[config.mk]
export PLATFORM = sky130hd
export DESIGN_NAME = register_file
export DESIGN_NICKNAME = d
export VERILOG_FILES = /design/src/rtl/register_file.sv
export SDC_FILE = /design/constraint.sdc
export NUM_CORES = 1
export LEC_CHECK = 0
export ABC_CLOCK_PERIOD_IN_PS = 6490
export BUFFER_PORTS_ARGS = -buffer_cell sky130_fd_sc_hd__buf_2
export CAP_MARGIN = 20
export CORE_MARGIN = 1
export CORE_UTILIZATION = 67
export CTS_BUF_LIST = sky130_fd_sc_hd__clkbuf_4 sky130_fd_sc_hd__clkbuf_8
export CTS_CLUSTER_DIAMETER = 50
export CTS_CLUSTER_SIZE = 25
export DETAILED_ROUTE_END_ITERATION = 6
export GPL_TIMING_DRIVEN = 0
export PLACE_DENSITY = 0.9
export SLEW_MARGIN = 0
export SYNTH_ARGS = -nofsm -noshare
export SYNTH_HDL_FRONTEND = slang
export SYNTH_SLANG_ARGS = --single-unit
[constraint.sdc]
create_clock -name CLK -period 6.49 [get_ports CLK]
set_input_delay 1.298 -clock CLK [delete_from_list [all_inputs] [get_ports CLK]]
set_output_delay 1.298 -clock CLK [all_outputs]
set_load 0.005 [all_outputs]
[src/rtl/register_file.sv]
// Eight-entry, DATA_WIDTH-bit register file: two combinational read ports, one synchronous write port.
// Latency: reads are zero-cycle combinational; writes are visible on the read ports one edge later.
// Backpressure: none; a write is accepted on every edge that has LD high, and reads are always valid.
module register_file #(
    parameter int DATA_WIDTH = 32,
    parameter int ADDR_WIDTH = 3
) (
    input  logic                  CLK,
    input  logic                  RST,
    input  logic                  LD,
    input  logic [ADDR_WIDTH-1:0] SA,
    input  logic [ADDR_WIDTH-1:0] SB,
    input  logic [ADDR_WIDTH-1:0] DR,
    input  logic [DATA_WIDTH-1:0] D_IN,
    output logic [DATA_WIDTH-1:0] DATA_A,
    output logic [DATA_WIDTH-1:0] DATA_B
);

    localparam int DEPTH = 1 << ADDR_WIDTH;

    // Storage array. No entry is hardwired; R0 is an ordinary register.
    logic [DATA_WIDTH-1:0] regs [DEPTH];

    // Reset clears every entry and wins over a same-cycle write; otherwise LD writes one entry.
    always_ff @(posedge CLK) begin
        if (RST) begin
            for (int i = 0; i < DEPTH; i++) begin
                regs[i] <= '0;
            end
        end else if (LD) begin
            regs[DR] <= D_IN;
        end
    end

    // Read ports come straight from storage, so a write to the address being read
    // shows the old value until the edge and the new value after it (no bypass).
    always_comb begin
        DATA_A = regs[SA];
        DATA_B = regs[SB];
    end

endmodule

======== Word-level counts from Yosys, hierarchy flattened ========
Memories as Yosys holds them, arrays and structs flattened.
Cells that the tools add are included.
operators by class
  muxes and demuxes ....................... 8
  reductions and logical operators ........ 1
operator list
  operator           number
  $mux W32           1
  $reduce_or A32 Y1  1
  $mux W1            6
  $mux W3            1
storage, ports and cells
  input port bits ......................... 44
  memories ................................ 1
  output and inout bits ................... 64
  bits in registers ....................... 0
  memory bits (writable) .................. 256
  word-level logic and storage cells ...... 10
memories
  name  words  width  read ports  clocked after Yosys merged registers in  write ports  line  RTL
  regs  8      32     2           0                                        8            22    logic [DATA_WIDTH-1:0] regs [DEPTH];

======== Longest topological paths before layout ========
Gate-level depths: netlist (run 1).
  word-level depth ........................ 5
  mapped depth ............................ 5
  mapped depth without buffers ............ 2

======== Worst setup path after synthesis (run 1) ========
No wires, ideal clock.
  path kind ............................... input-to-reg
  start ................................... input DR[1]
  end ..................................... memory regs[0][0] (enable)
  stages .................................. 5
  data arrival time ....................... 3633 ps
  required time ........................... 6062 ps
  path slack .............................. 2429 ps
  buffers on the path ..................... 3
  library setup time ...................... 428 ps
  cells stage by stage .................... or3b_1 > clkbuf_1 > buf_6 > buf_6 > o21bai_1
RTL lines
  what                line  RTL
  start: declaration  13    input logic [ADDR_WIDTH-1:0] DR,
  end: declaration    22

======== Final worst setup path (run 1) ========
  start ................................... input SA[2]
  end ..................................... output DATA_A[4]
on the way
  cells in the longest elaborated chain, start to end .. 1
RTL lines
  what                line  RTL
  start: declaration  11    input logic [ADDR_WIDTH-1:0] SA,
  $mem_v2 Z8 W32      n/a
  end: declaration    15    output logic [DATA_WIDTH-1:0] DATA_A,
No other way between the ends.

==> impl_metrics.tcl, run 1 <==
set metrics [dict create \
    tightest_slew_ns 0.952 \
    cts.sinks 256 \
    nets 1019 \
    htree_levels 1 \
    diodes 0 \
    cts_buffers 21 \
    finalCritPeriodShare_pct 68.4 \
    seq_area_frac_synth_pct 56.3 \
    postCtsSetupRepairBufs 0 \
    grt_max_degree 25 \
    yosysWarningCount 0 \
    setup_viol 0 \
    synth_top_cell_by_area "edfxtp_1" \
    worstPathMaxFanout 10 \
    fmaxAchievable_mhz 225 \
    finalCriticalPeriod_ns 4.44 \
    fin_hold_ws_ns 1.18 \
    max-vdd-ir-drop_v 0.000172 \
    crit_cells 5 \
    largest_reg_flops 256 \
    crit_family "buffers and inverters" \
    detail_route.iter0.violations 1660 \
    p_leak_nw 5.08 \
    path_buf_inv 3 \
    finalHoldViolCount 0 \
    synth_cells 843 \
    critPathKind "in -> out" \
    hold_buffers 0 \
    max_stage_delay_ns 0.54 \
    critPathMostFrequentCell "buf_2" \
    ios 108 \
    grt_pass1_vias 9836 \
    avgSynthCellArea_sq_um 16.2 \
    cts_root_buf "clkbuf_8" \
    die-area_sq_mm 0.0209 \
    hpwl_mm 25.9 \
    max-cap-violations 0 \
    crit_start "SA[2]" \
    vias 9738 \
    rsz0062_at_grt "false" \
    antenna_found_initial 0 \
    crit_arrival_ns 3.14 \
    wl_per_cell_um 32.4 \
    required_ns 5.19 \
    drc 0 \
    min_from "D_IN[27]" \
    outcome "completed" \
    slew_headroom_pct 36.5 \
    die_x_um 145 \
    synth_ff_type "edfxtp_1" \
    synth-edff-count 256 \
    hold_depth 3 \
    top_register "regs" \
    syn_area_sq_mm 0.0136 \
    portBuffers 101 \
    critical_path.slowest_cell "clkbuf_1" \
    area_delta_synth_final_pct 11.7 \
    place_congestion 0.856 \
    dr.pass1.iters 6 \
    synth.top_cell.area_share_pct 56.3 \
    finalSetupTns_ns 0 \
    yosys-top-cells-area "edfxtp_1 (56%), mux4_1 (15%), nor3_1 (9.4%), mux4_2 (7.9%), mux2_2 (5.1%)" \
    crit_chain "clkbuf_1, buf_2, mux4_1, mux2_2, buf_2" \
    critPathLaunchType "input pin" \
    clk_path_buf_depth 3 \
    die_height_um 145 \
    endpoint_kind "output pin" \
    yosys-top-cells-count "edfxtp_1 (256), nor3_1 (256), mux4_1 (80)" \
    core_sq_mm 0.0197 \
    reg_top3 "regs (256)" \
    drive_above_1_share_pct 31.2 \
    routed_via_density 7.76 \
    ctsResizeCount 0 \
    syn_nets 887 \
    finish.utilization_pct 77.3 \
    rows 51 \
    drv_slew 0 \
    powerDensity_mw_per_mm2 234 \
    async_flop_share_pct 0 \
    hold_path_class "in -> reg" \
    ant_nets 0 \
    wl_mm 40.6 \
    grt_pass1_wl_mm 58.6 \
    ys_ff_latch 256 \
    start_util_pct 69.2 \
    clk_pin_slew_worst_paths_ns 0.12 \
    grt_usage_pct 40.2 \
    cts_tree "yes" \
    grt_overflow 0 \
    whs_endpoint "regs[5][27]" \
    synth_cell_types 17 \
]
==> final cells by class <==
class / count / area (sq um)
sequential: 256 / 7690
fill: 1022 / 4470
clock inverter: 15 / 173
multi-input combinational: 462 / 5380
buffer: 93 / 547
inverter: 32 / 120
timing repair buffer: 109 / 703
clock buffer: 23 / 304
tap: 265 / 332
==> worst max path at each step <==
stage / end / slack [ns]
2_1_floorplan: regs[0][0] / 2.43
3_3_place_gp: regs[2][15] / 0.62
3_5_place_dp: DATA_A[30] / 2.18
4_1_cts: DATA_A[30] / 2.11
5_1_grt: DATA_A[0] / 2.08
6_report: DATA_A[4] / 2.05
==> metrics by stage <==
stage / cell area [sq um] / std cells / worst slack [ns] / total power, mW
2_1_floorplan: 13600 / 843 / 2.43 / 2.34
4_1_cts: 15200 / 1255 / 2.11 / 3.54
3_5_place_dp: 14800 / 1217 / 2.18 / 2.57
5_1_grt: 15200 / 1255 / 2.08 / 3.64
3_3_place_gp: 14500 / 1209 / 0.621 / 2.53
6_report: 15200 / 1255 / 2.05 / 3.57
==> cell usage in the layout, fill, tap and decap left out, types with 2 or more instances in the layout <==
master,count
nor3_1,256
edfxtp_1,256
buf_2,121
mux4_1,80
mux2_2,62
mux4_2,48
clkbuf_1,39
clkinv_1,34
buf_6,23
clkbuf_8,21
buf_1,11
o21bai_4,8
buf_16,5
inv_8,3
inv_12,3
buf_12,3
mux2_4,2
nand2b_1,2
clkbuf_4,2
clkinv_8,2
==> layer usage <==
layer  vias up  share of wire (%)  GRT usage [%]
li1       3783                  -              -
met2      1137                 47           63.2
met4         0                6.2           24.2
met3       272                 15           9.90
met1      4546                 32           51.4
met5         -                  0              0
==> logic make-up (layout without fill, tap and decap cells) <==
kind of cell    after synthesis  count (layout)  synth area share (%)
buf+inv                     125             272                  4.89
compound gates                8               8                 0.440
mux                         192             192                  28.7
flops                       256             256                  56.3
simple gates                262             262                  9.67
==> power breakdown <==
part	internal, mW	switching [mW]	leakage (nW)
combinational	0.271	0.316	2.39
clock	0.370	0.633	0.240
sequential	1.92	0.0573	2.45
==> tightest hold or removal path: stages <==
cell      delay [ns]
buf_2           0.10
clkinv_1        0.13
nor3_1          0.08
Power figures use the tool's default switching activity.
==> inputs of run 2 (changes only) <==
--- a/config.mk
+++ b/config.mk
@@ -5,17 +5,17 @@
 export SDC_FILE = /design/constraint.sdc
 export NUM_CORES = 1
 export LEC_CHECK = 0
-export ABC_CLOCK_PERIOD_IN_PS = 6490
+export ABC_CLOCK_PERIOD_IN_PS = 3600
 export BUFFER_PORTS_ARGS = -buffer_cell sky130_fd_sc_hd__buf_2
 export CAP_MARGIN = 20
 export CORE_MARGIN = 1
-export CORE_UTILIZATION = 67
+export CORE_UTILIZATION = 57
 export CTS_BUF_LIST = sky130_fd_sc_hd__clkbuf_4 sky130_fd_sc_hd__clkbuf_8
 export CTS_CLUSTER_DIAMETER = 50
 export CTS_CLUSTER_SIZE = 25
 export DETAILED_ROUTE_END_ITERATION = 6
 export GPL_TIMING_DRIVEN = 0
-export PLACE_DENSITY = 0.9
+export PLACE_DENSITY = 0.81
 export SLEW_MARGIN = 0
 export SYNTH_ARGS = -nofsm -noshare
 export SYNTH_HDL_FRONTEND = slang
==> constraint.sdc (replaced) <==
create_clock -name CLK -period 3.6 [get_ports CLK]
set_input_delay 0.72 -clock CLK [delete_from_list [all_inputs] [get_ports CLK]]
set_output_delay 0.72 -clock CLK [all_outputs]
set_load 0.005 [all_outputs]
==> impl_metrics.tcl, run 2 (synthesis gave the netlist of run 1 again) <==
set metrics [dict create \
    finalCritPeriodShare_pct 90.3 \
    critPathLaunchType "input pin" \
    die_height_um 157 \
    ios 108 \
    crit_family "buffers and inverters" \
    drc 0 \
    grt_max_degree 24 \
    die_x_um 157 \
    rsz0062_at_grt "false" \
    grt_pass1_wl_mm 57.4 \
    start_util_pct 58.1 \
    top_register "regs" \
    p_sw_share_pct 27.4 \
    antenna_found_initial 0 \
    finalCriticalPeriod_ns 3.25 \
    tightest_slew_ns 0.923 \
    seq_power_share_pct 54.2 \
    grt_overflow 0 \
    drive_above_1_share_pct 31.3 \
    pwr-share-comb_pct 15.8 \
    total_power_mw 6.57 \
    crit_arrival_ns 2.53 \
    vias 9400 \
    wl_mm 38.8 \
    hold_depth 3 \
    wl_per_cell_um 29.6 \
    layout_common_cells "nor3_1 (256), edfxtp_1 (256), buf_2 (121)" \
    setup_ws_ns 0.349 \
    portBuffers 101 \
    critPathKind "in -> out" \
    cts.sinks 256 \
    grt_pass1_vias 9335 \
    cts_buffers 22 \
    critical_path.slowest_cell "clkbuf_1" \
    routed_via_density 7.17 \
    cts_tree "yes" \
    p_sw_mw 1.80 \
    detail_route.iter0.violations 1326 \
    largest_reg_flops 256 \
    die-area_sq_mm 0.0246 \
    max_stage_delay_ns 0.53 \
    clk_path_buf_depth 3 \
    outcome "completed" \
    hold_buffers 0 \
    crit_chain "clkbuf_1, buf_2, mux4_1, mux2_2, buf_2" \
    finish.utilization_pct 65.4 \
    postCtsSetupRepairBufs 0 \
    p_leak_nw 5.10 \
    finalHoldViolCount 0 \
    place_congestion 0.822 \
    place_worst_setup_slack_ns 0.429 \
    required_ns 2.88 \
    hpwl_mm 25.2 \
    drv_slew 0 \
    rows 56 \
    intPower_mw 4.77 \
    grt_usage_pct 32.6 \
    endpoint_kind "output pin" \
    cts_root_buf "clkbuf_8" \
    critPathMostFrequentCell "buf_2" \
    htree_levels 1 \
    slew_headroom_pct 38.5 \
    powerDensity_mw_per_mm2 428 \
    core_sq_mm 0.0235 \
    area_delta_synth_final_pct 12.5 \
    pwr-share-clk_pct 30.0 \
    ant_nets 0 \
    dr.pass1.iters 6 \
    path_buf_inv 3 \
    nets 1020 \
    max-cap-violations 0 \
    crit_cells 5 \
    hold_path_class "in -> reg" \
    clk_pin_slew_worst_paths_ns 0.12 \
    ctsResizeCount 0 \
    diodes 0 \
    reg_top3 "regs (256)" \
    fmaxAchievable_mhz 308 \
    worstPathMaxFanout 10 \
    setup_viol 0 \
    max-vdd-ir-drop_v 0.000238 \
]
run 2: cell types whose count changed in the layout (fill, tap and decap cells not counted), sizes merged:
cell and change:
bufinv +2, clkinv +1, clkinvlp -1
run 2: metrics by stage:
stage / TNS (ns) / area (sq um) / instances / hold WS (ns)
2_1_floorplan: 0 / 13600 / 843 / 1.05
6_report: 0 / 15400 / 1311 / 0.602
3_5_place_dp: 0 / 14800 / 1271 / 1.20
5_1_grt: 0 / 15400 / 1311 / 0.596
4_1_cts: 0 / 15400 / 1311 / 0.596
3_3_place_gp: -411.01 / 14600 / 1263 / 1.19
run 2: worst paths after layout:
check / end / slack [ns] / from
worst min-delay path: regs[4][11] / 0.60 / D_IN[11]
worst max-delay path: DATA_B[21] / 0.35 / SB[2]
run 2: per-layer routing:
metal | GRT usage (%) | part of all wire (%) | routed length, um | vias to the layer above
met5 | 0 | 0 | 0 | -
met4 | 15.7 | 4.4 | 1700 | 0
met3 | 7.73 | 14 | 5470 | 146
met2 | 50.5 | 47 | 18300 | 882
met1 | 43.8 | 34 | 13400 | 4590
li1 | - | - | - | 3782
run 2: power groups by stage:
| stage | Combinational (mW) | Sequential (mW) | Clock [mW] |
|---|---|---|---|
| after floorplan | 0.633 | 3.58 | 0 |
| after global placement | 0.964 | 3.61 | 0 |
| after detailed placement | 1.02 | 3.62 | 0 |
| after CTS | 1.03 | 3.55 | 1.95 |
| after global routing | 1.08 | 3.58 | 2.05 |
| final | 1.04 | 3.56 | 1.97 |
run 2: cell type report:
type	count	area, sq um
timing repair buffer	109	681
inverter	32	120
clock buffer	23	310
clock inverter	17	226
multi-input combinational	462	5380
tap	319	399
buffer	93	547
fill	1576	8120
sequential	256	7690
run 2: tightest hold or removal path, delay by kind of cell:
kind | cells | cell delay (ns)
AND/OR/NAND/NOR | 1 | 0.08
buffers and inverters | 2 | 0.23
